### config.mk
export PLATFORM = sky130hd
export DESIGN_NAME = c_wb_commit_unit
export DESIGN_NICKNAME = d
export VERILOG_FILES = /design/src/rtl/c_wb_commit_unit.sv
export SDC_FILE = /design/constraint.sdc
export NUM_CORES = 1
export LEC_CHECK = 0
export ABC_AREA = 1
export BUFFER_PORTS_ARGS = -buffer_cell sky130_fd_sc_hd__buf_2
export CORE_MARGIN = 4
export CORE_UTILIZATION = 42
export CTS_CLUSTER_SIZE = 16
export DETAILED_ROUTE_END_ITERATION = 10
export GPL_ROUTABILITY_DRIVEN = 0
export GPL_TIMING_DRIVEN = 0
export PLACE_DENSITY = 0.77
export SLEW_MARGIN = 20
export SYNTH_ARGS = -nofsm -noshare
export SYNTH_HDL_FRONTEND = slang
export SYNTH_SLANG_ARGS = --single-unit
### constraint.sdc
create_clock -name clk -period 1.5 [get_ports clk]
set_clock_uncertainty 0.2 [all_clocks]
set_input_delay 0.15 -clock clk [delete_from_list [all_inputs] [get_ports clk]]
set_output_delay 0.15 -clock clk [all_outputs]
set_load 0.01 [all_outputs]
### src/rtl/c_wb_commit_unit.sv
// ============================================================================
// c_wb_commit_unit
// ----------------------------------------------------------------------------
// Writeback-stage commit unit. It takes the control bundle from the EX/WB
// pipeline register and commits it to architectural state:
//   * drives the register-file write port, with optional binary thresholding
//     of the result against a programmable signed threshold
//   * runs the data-memory store handshake (IDLE -> REQ -> WAIT -> IDLE)
//   * raises StallW to hold a store in WB until memory acknowledges it
//
// Optional feature (compile-time macro WB_STORE_TIMEOUT_EN):
//   When defined, a store that waits TIMEOUT_CYCLES cycles in WAIT without
//   mem_ack is abandoned and store_err pulses for one cycle. When undefined,
//   WAIT waits for mem_ack indefinitely and store_err is tied low.
//
// Parameters:
//   DATA_W         result/store data width
//   ADDR_W         store address width
//   TIMEOUT_CYCLES ack timeout (only with WB_STORE_TIMEOUT_EN), must be >= 2
//
// Ports:
//   clk, reset_n                     clock, asynchronous active-low reset
//   RegWE_W_W, MemWriteW             WB instruction writes RF / is a store
//   en_threshold_W                   binarise result before the RF write
//   ResultW, RdW                     WB result and destination register
//   AddrW, WriteDataW                store address and data
//   thr_we, thr_wdata                threshold register load
//   StallW                           hold the EX/WB register
//   rf_we, rf_waddr, rf_wdata        register-file write port
//   mem_req_valid/ready/addr/wdata   store request channel (registered)
//   mem_ack                          store completion pulse
//   store_err                        one-cycle timeout pulse
// ============================================================================
module c_wb_commit_unit #(
    parameter int DATA_W         = 32,
    parameter int ADDR_W         = 32,
    parameter int TIMEOUT_CYCLES = 256
) (
    input  logic              clk,
    input  logic              reset_n,
    input  logic              RegWE_W_W,
    input  logic              MemWriteW,
    input  logic              en_threshold_W,
    input  logic [DATA_W-1:0] ResultW,
    input  logic [4:0]        RdW,
    input  logic [ADDR_W-1:0] AddrW,
    input  logic [DATA_W-1:0] WriteDataW,
    input  logic              thr_we,
    input  logic [DATA_W-1:0] thr_wdata,
    output logic              StallW,
    output logic              rf_we,
    output logic [4:0]        rf_waddr,
    output logic [DATA_W-1:0] rf_wdata,
    output logic              mem_req_valid,
    input  logic              mem_req_ready,
    output logic [ADDR_W-1:0] mem_req_addr,
    output logic [DATA_W-1:0] mem_req_wdata,
    input  logic              mem_ack,
    output logic              store_err
);

    localparam logic [1:0] IDLE = 2'd0;
    localparam logic [1:0] REQ  = 2'd1;
    localparam logic [1:0] WAIT = 2'd2;

    logic [1:0]        state;
    logic [1:0]        state_next;
    logic [DATA_W-1:0] thr;
    logic              expire;   // timeout reached in WAIT without an ack
    logic              thr_hit;

    // ------------------------------------------------------------------
    // Optional ack timeout
    // ------------------------------------------------------------------
`ifdef WB_STORE_TIMEOUT_EN
    localparam int CNT_W = $clog2(TIMEOUT_CYCLES);

    logic [CNT_W-1:0] wait_cnt;

    // The counter reads 0 in the first WAIT cycle, so TIMEOUT_CYCLES-1 marks
    // the last permitted cycle. A simultaneous ack wins over expiry.
    assign expire    = (state == WAIT) && !mem_ack &&
                       (wait_cnt == CNT_W'(TIMEOUT_CYCLES - 1));
    assign store_err = expire;

    always_ff @(posedge clk or negedge reset_n) begin
        if (!reset_n) begin
            wait_cnt <= '0;
        end else if (state == REQ && mem_req_ready) begin
            wait_cnt <= '0;
        end else if (state == WAIT) begin
            wait_cnt <= wait_cnt + 1'b1;
        end
    end
`else
    logic unused_timeout_cfg;

    assign expire             = 1'b0;
    assign store_err          = 1'b0;
    assign unused_timeout_cfg = (TIMEOUT_CYCLES != 0);
`endif

    // ------------------------------------------------------------------
    // Store FSM
    // ------------------------------------------------------------------
    always_comb begin
        // NOTE: default first so every path assigns state_next; otherwise a
        // latch is inferred.
        state_next = state;
        case (state)
            IDLE:    if (MemWriteW)              state_next = REQ;
            REQ:     if (mem_req_ready)          state_next = WAIT;
            WAIT:    if (mem_ack || expire)      state_next = IDLE;
            default:                             state_next = IDLE;
        endcase
    end

    // Once issued, the store is driven from latched data; a flush of the WB
    // controls does not cancel it.
    always_ff @(posedge clk or negedge reset_n) begin
        if (!reset_n) begin
            state         <= IDLE;
            mem_req_valid <= 1'b0;
            mem_req_addr  <= '0;
            mem_req_wdata <= '0;
        end else begin
            // NOTE: non-blocking assignments in clocked blocks, so every
            // register samples pre-edge values regardless of statement order.
            state         <= state_next;
            mem_req_valid <= (state_next == REQ);
            if (state == IDLE && MemWriteW) begin
                mem_req_addr  <= AddrW;
                mem_req_wdata <= WriteDataW;
            end
        end
    end

    // Stall drops in the ack (or expiry) cycle so the store leaves WB on
    // that edge and is never reissued.
    assign StallW = (state == IDLE && MemWriteW) ||
                    (state == REQ) ||
                    (state == WAIT && !mem_ack && !expire);

    // ------------------------------------------------------------------
    // Threshold register and register-file write port
    // ------------------------------------------------------------------
    always_ff @(posedge clk or negedge reset_n) begin
        if (!reset_n) begin
            thr <= '0;
        end else if (thr_we) begin
            thr <= thr_wdata;
        end
    end

    // A same-cycle thr_we only takes effect on the edge, so the compare
    // naturally sees the old threshold.
    assign thr_hit  = ($signed(ResultW) >= $signed(thr));
    assign rf_we    = RegWE_W_W && !StallW;
    assign rf_waddr = RdW;
    assign rf_wdata = en_threshold_W ? {{(DATA_W-1){1'b0}}, thr_hit} : ResultW;

endmodule
==> metrics.yaml <==
grt_max_degree: 64
ys.flop_type: "dfrtp_1"
routed_via_density: 4.777
die_x_um: 117.5
drv_cap: 0
port_buffers: 237
clockPowerShare: 0.187
required_ns: 1.15
final_nets: 1012
violations: "negative setup slack"
path_clk_slew_ns: 0.07
synth_area_per_cell_um2: 10.55
synth_seq_area_share: 0.4923
ys_types: 29
synth_area_leaders: "dfrtp_1 (49%), mux2_4 (15%), ha_1 (8.0%)"
initial_core_util: 0.4351
nFillCells: 753
clock_latency_ns: 0.33
end_kind: "output pin"
track_usage: 0.2335
finalHoldViolCount: 0
overflow: 0
ios: 246
final_core_util: 0.7234
switchingPower_mw: 4.097
layout_min_cycle_time_ns: 2.304
synth_edf_count: 0
holdWs_ns: 0.04279
regArea_um2: 2477
antenna_left: 0
combPwrFrac: 0.470
netlist_area_um2: 5032
htreeDepth: 3
cts_buffer_depth: 2
setup_ws_ns: -0.8042
power_leakage_nw: 4.540
clock-root-buffer: "clkbuf_16"
cellInternalPower_mw: 8.442
p_per_area_nw_per_um2: 1499
drc: 0
hp-class: "in2reg"
area_delta_synth_final_pct: 66.24
post_drt_wl_per_cell_um: 16.36
drive_gt1_frac: 0.4787
postSynth.asyncResetShare: 1.000
peakVddDrop_v: 0.001225
dieArea_um2: 13800
cts_buffers: 9
core_um2: 11560
ys_warn_count: 0
fmax_mhz: 434.0
final_cells: 987
vias: 4715
dp_cells: 858
p_seq_frac: 0.343
critical_path_class: "reg2out"
startpoint_type: "flip-flop"
antennaDiodeCount: 0
synth-seq-cells: 99
die_h_um: 117.5
rows: 39
worstPathMaxFanout: 2
synth_cells: 477
drtIter0Drc: 160
synth_top_area_frac: 0.4923
fin_area_um2: 8366
syn_nets: 650
wirelength_mm: 16.15
synth_top_area_cell: "dfrtp_1"
cp.arrival_ns: 1.95
grt_pass1_vias: 5318
rsz0062_at_grt: "yes"
dpl_cell_area_um2: 6446
finalMaxSlewViolations: 0
tritoncts: "built"
antenna_found_initial: 0
grt_pass1_wl_mm: 26.32
first_pass_iters: 4
setup_viol: 57
dp_hpwl_mm: 10.09
swShare: 0.3267
multiInputGateArea_um2: 2439
status: "complete, but fails checks"
clock-sinks: 99
finalCritPeriodShare: 1.536
-- cell families (layout without fill, tap and decap cells) --
logic type                 after synthesis  in the layout  share of synthesized area
AOI/OAI and AO/OA                       52             52                    0.05520
adders and majority gates               32             32                    0.07956
and+or+nand+nor                        126            126                    0.09970
buffers and inverters                  102            469                    0.09050
DFF                                     99             99                     0.4923
muxes                                   65             65                     0.1820
other                                    1              1                  0.0007452
-- stage by stage --
stage	worst slack [ns]	setup TNS (ns)	power (mW)
after floorplan	-0.2654	-0.2654	6.957
after global placement	-0.8870	-88.71	8.507
after detailed placement	-0.5626	-3.105	8.693
after CTS	-0.8508	-12.54	12.38
after global routing	-0.9265	-16.24	13.21
final	-0.8042	-12.07	12.54
-- cells in the mapped netlist (2+ instances only) --
cell and instances:
inv_1 74, dfrtp_1 99, a21oi_1 13, nand2_1 70
nor3_1 2, nand3_1 4, o21ai_0 33, nor2_1 43
buf_6 5, mux2_1 15, nor2_2 2, buf_4 6
inv_2 3, clkbuf_1 11, nand2_2 3, a21oi_2 2
mux2_4 49, ha_1 32
-- metal layers --
metal,routed length (µm),global-route usage
met5,0,0
met4,648,0.1187
met3,1076,0.06391
met2,8532,0.4263
met1,5890,0.2457
-- state kept, by name, summed over array words and instances (netlist names) --
register,cells
mem_req_addr,32
mem_req_valid,1
mem_req_wdata,32
state,2
thr,32
-- power groups by stage --
stage | logic (mW) | clock network (mW) | registers, mW
after floorplan | 2.33 | 0 | 4.63
after CTS | 5.75 | 2.40 | 4.23
after detailed placement | 4.47 | 0 | 4.22
after global routing | 6.28 | 2.53 | 4.39
after global placement | 4.32 | 0 | 4.19
final | 5.90 | 2.35 | 4.30
-- path summary, 6_finish.rpt --
path	from	to	slack, ns	cells past startpoint
max reg2reg	state[1]$_DFF_PN0_	mem_req_addr[21]$_DFFE_PN0P_	-0.23	7
min	thr_we	thr[1]$_DFFE_PN0P_	0.04	2
max	thr[14]$_DFFE_PN0P_	rf_wdata[0]	-0.80	14
min in group asynchronous	reset_n	thr[26]$_DFFE_PN0P_	0.09	2
min reg2reg	mem_req_addr[14]$_DFFE_PN0P_	mem_req_addr[14]$_DFFE_PN0P_	0.31	1
max in group asynchronous	reset_n	state[0]$_DFF_PN0_	0.39	3
-- final cells by class --
class                   instances  area share
plain buffers                  23     0.02363
clock buffers                  11     0.02902
clock inverters                 5    0.007179
inverters                      78     0.03530
multi-input cells             276      0.2915
flip-flops and latches         99      0.2961
well taps                     143     0.02139
repair buffers                352      0.2958
-- worst max-delay path, cell delays in order, from the launching register on --
cell      delay (ns)
dfrtp_1         0.33
inv_1           0.05
ha_1            0.28
nand2_2         0.08
nor2_4          0.12
nand4_1         0.09
clkinv_1        0.07
nand2_1         0.05
nand2_1         0.07
nand2_2         0.07
nand3_2         0.06
nand2_1         0.06
nor2_2          0.12
nor2_2          0.04
buf_2           0.13
-- layout by cell type (no fill, tap or decap), drive strengths merged --
cell / count
ha: 32
conb: 1
nand4: 1
clkinvlp: 1
o21a: 2
a21oi: 15
nand2: 73
nor3: 3
o21ai: 33
a31oi: 1
nand3: 4
a21o: 1
nor2: 45
bufinv: 1
buf: 267
clkbuf: 21
clkinv: 3
inv: 78
dfrtp: 99
mux2: 65
dlygate4sd3: 98
-- timing repair --
item / in CTS / in global routing
gates cloned: 6 / 0
buffers inserted: 11 / 7
setup endpoints to repair: 52 / 73
hold buffers: 98 / 0
pin swaps: 14 / 16
endpoints found under the hold margin: 198 / 0
gates resized for setup: 61 / 53
Power figures use the tool's default switching activity.
